`src/rtl/isa_vga_target_pkg.sv`:
```
// rtl/isa_vga_target_pkg.sv - shared types and constants for the ISA-side VGA target
package isa_vga_target_pkg;

    typedef enum logic [1:0] {
        IDLE,
        DELAY,
        ACTIVE,
        HOLD
    } state_e;

    // Bit positions inside the one-hot command vector (a set bit = strobe low)
    localparam int NCMD     = 4;
    localparam int CMD_IOR  = 0;
    localparam int CMD_IOW  = 1;
    localparam int CMD_MEMR = 2;
    localparam int CMD_MEMW = 3;

    localparam logic INDEX_PORT = 1'b0;
    localparam logic DATA_PORT  = 1'b1;

    function automatic logic is_single(input logic [NCMD-1:0] c);
        return (c != '0) && ((c & (c - NCMD'(1))) == '0);
    endfunction

endpackage

```
`src/rtl/isa_vga_target_if.sv`:
```
// rtl/isa_vga_target_if.sv - ISA bus signals between the bridge (master) and the VGA target (slave)
interface isa_vga_target_if;

    logic        BALE;
    logic        SA0;
    logic        SA12;
    logic        IOR;
    logic        IOW;
    logic        MEMR;
    logic        MEMW;
    logic [15:0] DG_IN;
    logic [15:0] DG_OUT;
    logic        DG_OE;
    logic        WAIT;
    logic        err;

    modport master (
        output BALE, SA0, SA12, IOR, IOW, MEMR, MEMW, DG_IN,
        input  DG_OUT, DG_OE, WAIT, err
    );

    modport slave (
        input  BALE, SA0, SA12, IOR, IOW, MEMR, MEMW, DG_IN,
        output DG_OUT, DG_OE, WAIT, err
    );

endinterface

```
`src/rtl/isa_vga_target_strobe_sync.sv`:
```
// rtl/isa_vga_target_strobe_sync.sv - N-bit two-flop synchronizer resetting to the idle-high level
module strobe_sync #(
    parameter int N = 1
) (
    input  logic         clk_i,
    input  logic         reset_i,
    input  logic [N-1:0] d_i,
    output logic [N-1:0] q_o
);

    logic [N-1:0] meta_q;
    logic [N-1:0] sync_q;

    always_ff @(posedge clk_i) begin
        if (reset_i) begin
            meta_q <= '1;
            sync_q <= '1;
        end else begin
            meta_q <= d_i;
            sync_q <= meta_q;
        end
    end

    assign q_o = sync_q;

endmodule

```
`src/rtl/isa_vga_target.sv`:
```
// rtl/isa_vga_target.sv - ISA bus target: index/data register bank in IO space, auto-increment buffer in memory space
module isa_vga_target
    import isa_vga_target_pkg::*;
#(
    parameter int NREGS     = 16,
    parameter int MEM_DEPTH = 64,
    parameter int MEM_WAIT  = 4
) (
    input logic              mclk,
    input logic              reset,
    isa_vga_target_if.slave  bus
);

    localparam int         PW        = $clog2(MEM_DEPTH);
    localparam int         RW        = (NREGS > 1) ? $clog2(NREGS) : 1;
    localparam logic [3:0] WAIT_LOAD = 4'(MEM_WAIT);

    logic [4:0]      sync;
    logic [NCMD-1:0] cmd;
    logic            bale_s;

    strobe_sync #(.N(5)) u_sync (
        .clk_i   (mclk),
        .reset_i (reset),
        .d_i     ({bus.BALE, bus.MEMW, bus.MEMR, bus.IOW, bus.IOR}),
        .q_o     (sync)
    );

    assign cmd    = ~sync[3:0];
    assign bale_s = sync[4];

    state_e          state_q;
    logic [NCMD-1:0] cmd_q;
    logic [3:0]      cnt_q;
    logic            bale_q;
    logic            sa0_q;
    logic            sa12_q;
    logic [7:0]      index_q;
    logic [15:0]     regs_q [NREGS];
    logic [PW-1:0]   mem_ptr_q;
    logic [15:0]     buf_q [MEM_DEPTH];
    logic [15:0]     dg_out_q;
    logic            dg_oe_q;
    logic            wait_q;
    logic            err_q;

    logic [RW-1:0]   reg_sel;
    logic [NCMD-1:0] commit_cmd;
    logic            commit;
    logic            held;
    logic [15:0]     reg_wdata;
    logic [15:0]     buf_wdata;
    logic [15:0]     rd_data;

    // IO cycles commit straight out of IDLE; memory cycles commit on the last wait cycle
    always_comb begin
        reg_sel    = RW'({24'd0, index_q} % NREGS);
        held       = |(cmd & cmd_q);
        commit_cmd = '0;
        if (state_q == IDLE && is_single(cmd) && (cmd[CMD_IOR] || cmd[CMD_IOW])) begin
            commit_cmd = cmd;
        end else if (state_q == DELAY && held && cnt_q == 4'd1) begin
            commit_cmd = cmd_q;
        end
        commit    = |commit_cmd;
        reg_wdata = sa0_q ? {bus.DG_IN[15:8], regs_q[reg_sel][7:0]} : bus.DG_IN;
        buf_wdata = sa0_q ? {bus.DG_IN[15:8], buf_q[mem_ptr_q][7:0]} : bus.DG_IN;
        if (commit_cmd[CMD_MEMR]) begin
            rd_data = buf_q[mem_ptr_q];
        end else if (sa12_q == INDEX_PORT) begin
            rd_data = {8'h00, index_q};
        end else begin
            rd_data = regs_q[reg_sel];
        end
    end

    // The buffer keeps its contents across reset
    always_ff @(posedge mclk) begin
        if (!reset && commit_cmd[CMD_MEMW]) begin
            buf_q[mem_ptr_q] <= buf_wdata;
        end
    end

    always_ff @(posedge mclk) begin
        if (reset) begin
            state_q   <= IDLE;
            cmd_q     <= '0;
            cnt_q     <= '0;
            bale_q    <= 1'b1;
            sa0_q     <= 1'b0;
            sa12_q    <= 1'b0;
            index_q   <= '0;
            for (int i = 0; i < NREGS; i++) regs_q[i] <= '0;
            mem_ptr_q <= '0;
            dg_out_q  <= '0;
            dg_oe_q   <= 1'b0;
            wait_q    <= 1'b1;
            err_q     <= 1'b0;
        end else begin
            bale_q <= bale_s;
            if (bale_q && !bale_s) begin
                sa0_q  <= bus.SA0;
                sa12_q <= bus.SA12;
            end
            err_q <= 1'b0;

            if (commit) begin
                if (commit_cmd[CMD_IOR] || commit_cmd[CMD_MEMR]) begin
                    dg_out_q <= rd_data;
                    dg_oe_q  <= 1'b1;
                end
                if (commit_cmd[CMD_IOW]) begin
                    if (sa12_q == INDEX_PORT) begin
                        index_q <= bus.DG_IN[7:0];
                    end else begin
                        regs_q[reg_sel] <= reg_wdata;
                        if (reg_sel == '0) mem_ptr_q <= bus.DG_IN[PW-1:0];
                    end
                end
                if (commit_cmd[CMD_MEMR] || commit_cmd[CMD_MEMW]) begin
                    mem_ptr_q <= mem_ptr_q + PW'(1);
                end
            end

            case (state_q)
                IDLE: begin
                    if (commit) begin
                        cmd_q   <= cmd;
                        state_q <= ACTIVE;
                    end else if (is_single(cmd)) begin
                        cmd_q   <= cmd;
                        cnt_q   <= WAIT_LOAD;
                        wait_q  <= 1'b0;
                        state_q <= DELAY;
                    end else if (cmd != '0) begin
                        err_q   <= 1'b1;
                        state_q <= HOLD;
                    end
                end
                DELAY: begin
                    if (!held) begin
                        wait_q  <= 1'b1;
                        state_q <= IDLE;
                    end else if (commit) begin
                        wait_q  <= 1'b1;
                        state_q <= ACTIVE;
                    end else begin
                        cnt_q <= cnt_q - 4'd1;
                    end
                end
                ACTIVE: begin
                    if (!held) begin
                        dg_oe_q <= 1'b0;
                        state_q <= IDLE;
                    end
                end
                HOLD: begin
                    if (cmd == '0) state_q <= IDLE;
                end
                default: state_q <= IDLE;
            endcase
        end
    end

    assign bus.DG_OUT = dg_out_q;
    assign bus.DG_OE  = dg_oe_q;
    assign bus.WAIT   = wait_q;
    assign bus.err    = err_q;

endmodule
```
`src/flat_wrapper.sv`:
```
// flat-port wrapper written by rule: the top's interface ports become plain ports
module isa_vga_target_flat import isa_vga_target_pkg::*;
#(
    parameter int NREGS     = 16,
    parameter int MEM_DEPTH = 64,
    parameter int MEM_WAIT  = 4
)
  (mclk, reset, bus_BALE, bus_SA0, bus_SA12, bus_IOR, bus_IOW, bus_MEMR, bus_MEMW, bus_DG_IN, bus_DG_OUT, bus_DG_OE, bus_WAIT, bus_err);
  isa_vga_target_if bus_i ();
  input logic mclk;
  input logic reset;
  input wire logic [$bits(bus_i.BALE)-1:0] bus_BALE;
  input wire logic [$bits(bus_i.SA0)-1:0] bus_SA0;
  input wire logic [$bits(bus_i.SA12)-1:0] bus_SA12;
  input wire logic [$bits(bus_i.IOR)-1:0] bus_IOR;
  input wire logic [$bits(bus_i.IOW)-1:0] bus_IOW;
  input wire logic [$bits(bus_i.MEMR)-1:0] bus_MEMR;
  input wire logic [$bits(bus_i.MEMW)-1:0] bus_MEMW;
  input wire logic [$bits(bus_i.DG_IN)-1:0] bus_DG_IN;
  output wire logic [$bits(bus_i.DG_OUT)-1:0] bus_DG_OUT;
  output wire logic [$bits(bus_i.DG_OE)-1:0] bus_DG_OE;
  output wire logic [$bits(bus_i.WAIT)-1:0] bus_WAIT;
  output wire logic [$bits(bus_i.err)-1:0] bus_err;
  assign bus_i.BALE = bus_BALE;
  assign bus_i.SA0 = bus_SA0;
  assign bus_i.SA12 = bus_SA12;
  assign bus_i.IOR = bus_IOR;
  assign bus_i.IOW = bus_IOW;
  assign bus_i.MEMR = bus_MEMR;
  assign bus_i.MEMW = bus_MEMW;
  assign bus_i.DG_IN = bus_DG_IN;
  assign bus_DG_OUT = bus_i.DG_OUT;
  assign bus_DG_OE = bus_i.DG_OE;
  assign bus_WAIT = bus_i.WAIT;
  assign bus_err = bus_i.err;
  isa_vga_target #(.NREGS(NREGS), .MEM_DEPTH(MEM_DEPTH), .MEM_WAIT(MEM_WAIT)) u_core (.mclk(mclk), .reset(reset), .bus(bus_i));
endmodule
```
`config.mk`:
```
export PLATFORM = sky130hd
export DESIGN_NAME = isa_vga_target_flat
export DESIGN_NICKNAME = d
export VERILOG_FILES = /design/src/rtl/isa_vga_target_pkg.sv /design/src/rtl/isa_vga_target_if.sv /design/src/rtl/isa_vga_target_strobe_sync.sv /design/src/rtl/isa_vga_target.sv /design/src/flat_wrapper.sv
export SDC_FILE = /design/constraint.sdc
export NUM_CORES = 1
export LEC_CHECK = 0
export CORE_AREA = 8 8 365 367
export DETAILED_ROUTE_END_ITERATION = 6
export DIE_AREA = 0 0 373 375
export SYNTH_ARGS = -nofsm -noshare
export SYNTH_HDL_FRONTEND = slang
export SYNTH_HIERARCHICAL = 1
export SYNTH_SLANG_ARGS = --single-unit
```
`constraint.sdc`:
```
create_clock -name mclk -period 4.3 [get_ports mclk]
set_input_delay 1.075 -clock mclk [delete_from_list [all_inputs] [get_ports mclk]]
set_output_delay 1.075 -clock mclk [all_outputs]
set_load 0.01 [all_outputs]
```
## Word level (Yosys, flattened, before mapping)

Memory sizes are Yosys's and may differ from the RTL's. A register that Yosys moved wholly into a read port is not among the register bits.
Cells that the tools add are included.

| storage, ports and cells | value |
|---|---|
| output and inout bits | 19 |
| logic and storage cells | 120 |
| input port bits | 25 |
| register bits | 56 |
| memories | 2 |
| bits in writable memories | 1,280 |

Memories:

| name | words | bits a word | rd ports | clocked after memory_dff | write ports | RTL line | source |
|---|---|---|---|---|---|---|---|
| u_core.buf_q | 64 | 16 | 1 | 1 | 1 | isa_vga_target.sv:41 | `logic [15:0] buf_q [MEM_DEPTH];` |
| u_core.regs_q | 16 | 16 | 1 | 1 | 16 | isa_vga_target.sv:39 | `logic [15:0] regs_q [NREGS];` |

| cells by class | value |
|---|---|
| add/subtract/negate cells | 3 |
| muxes and demuxes | 51 |
| reduce and logical (&&, ||, !) cells | 33 |
| equal/unequal tests | 12 |
| bitwise gates (word level) | 5 |

Operator list:

| operator | count |
|---|---|
| $mux W16 | 3 |
| $mux W4 | 11 |
| $mux W6 | 6 |
| $mux W1 | 19 |
| $mux W8 | 2 |
| $reduce_or A16 Y1 | 1 |
| $mux W2 | 7 |
| $logic_not A4 Y1 | 3 |
| $reduce_and A4 Y1 | 3 |
| $reduce_bool A2 Y1 | 5 |
| $and A4 B4 Y4 | 2 |
| $ne A2 B2 Y1 const B | 4 |
| $pmux W2 S4 | 1 |
| $pmux W4 S2 | 1 |
| $reduce_or A4 Y1 | 2 |
| $sub A4 B1 Y4 const B | 2 |
| $logic_and A1 B1 Y1 | 7 |
| $reduce_or A7 Y1 | 1 |
| $add A6 B1 Y6 const B | 1 |
| $reduce_and A5 Y1 | 1 |
| $eq A2 B2 Y1 const B | 2 |
| $eq A4 B1 Y1 const B | 1 |
| $ne A2 B1 Y1 const B | 2 |
| $ne A4 B3 Y1 const B | 1 |
| other kinds (11) | 16 |

## Longest topological paths before layout

| logic depth | value |
|---|---|
| word-level depth | 14 |
| gate-level depth with buffers | 11 |
| mapped depth without buffers | 7 |

## By module

Netlist, hierarchy kept.

By module, submodules not included:

| module | seq. area each (sq um) | area each (sq um) | instances | cells each |
|---|---|---|---|---|
| isa_vga_target | 39,557.9 | 54,034.3 | 1 | 3,108 |
| strobe_sync | 200.2 | 262.8 | 1 | 20 |

## Worst setup path after synthesis

No wires, ideal clock.

| path | value |
|---|---|
| path kind | register to register |
| start point | register (tool-made name) |
| end point | memory u_core.buf_q[0][2] (data pin) |
| arrival time | 3.480 ns |
| stages on the path, launching flop included | 12 |
| slack | 0.257 ns |
| required time | 3.737 ns |
| period minus slack after synthesis | 4.043 ns |
| buffers on the path | 5 |
| library setup time | 0.563 ns |
| cells stage by stage | dfxtp_1 buf_2 buf_4 buf_6 buf_4 buf_4 mux2i_1 a22oi_1 nand3_1 nand4_1 mux2i_1 mux2i_1 |

RTL lines:

| item | RTL line |
|---|---|
| to (decl) | isa_vga_target.sv:41 |

==> metrics <==
status=finished clean; TritonCTS clock tree=built; Post-synth top cells=edfxtp_1 (1280), nor2_1 (285), mux2i_1 (229), mux4_2 (183), a22oi_1 (142); CP max stage delay=0.82 ns; CP Cell Sequence=buf_12 -> buf_4 -> buf_4 -> mux2_2 -> o22ai_1 -> nor2_1 -> a21oi_1 -> nand3_1 -> a221o_1; mapped cell area=54300 um2; final hold vios=0; FFs w/ async S/R, synth=0%; full die area=140000 um2; Die H=375 um; GRT Max-Usage Layer=met2; Synth Net Count=3156; Synth cell types=80; Avg Cell Area, Syn=17.4 um2; CP Buf/Inv Count=3; met1 Usage GRT=28.3%; DR vias/cell=5.94; clk_lat worst skew=0.76 ns; largest area contributor in the netlist=edfxtp_1; CP dominant cell by count=buf_4; die width=373 um; io pins=44; final setup fails=0; Simple-Gate Fraction of Synth Area=6.55%; detailed-route via count=29900; Crit Path Max Fanout=44; first-pass GRT wire length=206 mm; Finished Layout Cells=5038; leakage=19.7 nW; Cells on Worst Hold Path=1; Power Dens Cells=438 nW/um2; Max-Cap Viols=0; root buf cell=clkbuf_16; Post-Route WL=143 mm; Setup crit end kind=register; top cells by area, synth=edfxtp_1 (71%), mux4_2 (7.6%), mux2i_1 (4.2%); Initial Util=42.7%; CTS max path bufs=3; DRC errors left=0; Post-CTS Setup Repair Bufs=0; Yosys Warn Count=6; Hold Crit Start=u_core/u_sync/meta_q[1]; Max Transition Viols Final=0; largest family of logic cells by synthesized area=multiplexers; GR met3 Demand/Resource=4.18%; Clock Skew=0.0238 ns; fin crit period=3.95 ns; Clock Pin Slew Worst Setup and Hold Paths=0.06 ns; Post-synth EDFFs=1280; post-synthesis sequential area ratio=73.2%; cells on worst reg2reg path=9; Placed Cells=4796; top-count cell post-synth=edfxtp_1; Post-Synth XOR/XNOR Area=0.0484%; Routed Antenna Nets=0; Synth Register Bits=1346; Antenna Cells=0; unrepaired setup endpoints after global routing=no; fin nets=3299; delay-heaviest family, CP=buffers and inverters; Adder-Cell Fraction of Synth Area=0.0876%; layout cells sized above 1=20.3%; gr usage total=19.9%; Power, Total=27.0 mW; Main synth FF type=edfxtp_1; Hold Path Class=reg -> reg; initial drt markers=3534; pin count of the biggest net entering global routing=81; met2 Use GR=31.0%; vias in the first global route=29900; sink of the worst hold path=u_core/u_sync/q_o[1]; initial antenna violation count=9; VDD IR max=401 uV; pre-CTS WS=0.368 ns; crit path kind=reg -> reg; Fillers=10400; area delta synth->final=13.6%; fmax=0.253 GHz; critical path's slowest cell=dfxtp_4; PortBufs=43; CP Launch Type=register; Final WS setup=0.350 ns; Synth Area in Compound Gates=4.32%; fin crit share=91.9%; Detailed Routing Iterations Pass 1=6; multiplexer share of the synthesized area=13.6%; Final HPWL DP=88.1 mm; Worst Path Required=4.95 ns; hold buffer count at CTS=0; placement row count=131; reg2reg end=u_core/bus.DG_OUT[15]; Sink Count=1346; critical path arrival=4.60 ns; Avg WL per Cell=28.3 um; core area=127000 um2; gr ovfl total=0; CTS resizes=0; Synth Instances=3128; depth of the CTS H-tree=4; Max transition margin=24.8%; Worst-Margin Slew=1.13 ns; reg-to-reg slack, setup=0.35 ns; Synth top area share=70.8%; Setup TNS=0 ns; RD Place Congestion=0.862; Num CTS Buffers=135
power by group:
group | leakage, nW | internal (mW) | total, mW | switching, mW
Clock | 2.18 | 6.85 | 11.8 | 4.93
Combinational | 5.17 | 0.189 | 0.675 | 0.486
Sequential | 12.4 | 14.5 | 14.5 | 0.0624
Total | 19.7 | 21.5 | 27.0 | 5.48
cell families after synthesis:
family / Yosys count
multiplexers: 492
adder cells (fa/ha/maj): 4
AND/OR/NAND/NOR: 725
XOR/XNOR: 3
AO/OA/AOI/OAI: 329
flip-flops: 1346
buffers and inverters: 229
sequential cells by signal, indices dropped and copies added (netlist names), 5 cells and up, named ones only:
register and count:
u_core/buf_q 1024, u_core/regs_q 256, u_core/bus.DG_OUT 16, u_core/index_q 8, u_core/mem_ptr_q 6, u_core/u_sync/meta_q 5
u_core/u_sync/q_o 5
routing by layer:
metal	routed length, um	vias to the layer above
li1	-	12700
met5	13	-
met2	65600	1408
met4	3580	2
met3	13000	196
met1	60500	15600
layout make-up:
| type | count | area (um2) | share of cell area (%) |
|---|---|---|---|
| Inverter | 16 | 60.1 | 0.0974 |
| Timing Repair Buffer | 219 | 1860 | 3.02 |
| Clock inverter | 68 | 672 | 1.09 |
| Tap cell | 1662 | 2080 | 3.37 |
| Multi-Input combinational cell | 1553 | 13500 | 21.8 |
| Clock buffer | 174 | 3760 | 6.09 |
| Sequential cell | 1346 | 39800 | 64.5 |
layout by cell type (no fill, tap or decap), types with 8 or more instances in the layout:
| cell type | instances |
|---|---|
| and2_1 | 8 |
| clkinv_2 | 24 |
| bufinv_16 | 11 |
| nand3_1 | 76 |
| a2bb2oi_1 | 8 |
| buf_2 | 8 |
| or2_1 | 10 |
| nand4_1 | 23 |
| a31oi_1 | 13 |
| and3_1 | 134 |
| a22oi_1 | 142 |
| buf_12 | 12 |
| clkdlybuf4s50_1 | 34 |
| mux2_2 | 74 |
| dfxtp_1 | 58 |
| nand2b_1 | 24 |
| clkbuf_16 | 145 |
| o22ai_1 | 50 |
| nor2_1 | 284 |
| nand2_1 | 94 |
| mux4_2 | 183 |
| nor4_1 | 11 |
| nor2b_1 | 18 |
| clkinv_1 | 20 |
| clkbuf_1 | 27 |
| mux2i_1 | 223 |
| inv_1 | 15 |
| a21oi_1 | 34 |
| nor3_1 | 9 |
| o21ai_0 | 24 |
| edfxtp_1 | 1280 |
| mux2i_4 | 12 |
| buf_4 | 165 |
worst max-delay path by stage:
stage	from	endpoint	slack, ns	depth (start not counted)
after floorplan	register	u_core/buf_q[0][2]	0.26	11
after global placement	register	u_core/bus.DG_OUT[15]	0.39	9
after detailed placement	register	u_core/bus.DG_OUT[15]	0.37	9
after CTS	register	u_core/bus.DG_OUT[15]	0.34	9
after global routing	register	u_core/bus.DG_OUT[15]	0.17	9
final	register	u_core/bus.DG_OUT[15]	0.35	9
per-stage QoR:
step	util [%]	hold slack (ns)	area [um2]
2_1_floorplan	-	0.383	54300
3_3_place_gp	45.1	0.387	57200
3_5_place_dp	45.1	0.391	57200
4_1_cts	48.5	0.405	61700
5_1_grt	48.5	0.421	61700
6_report	48.5	0.403	61700
No activity file was read; power rests on OpenSTA's default activity.
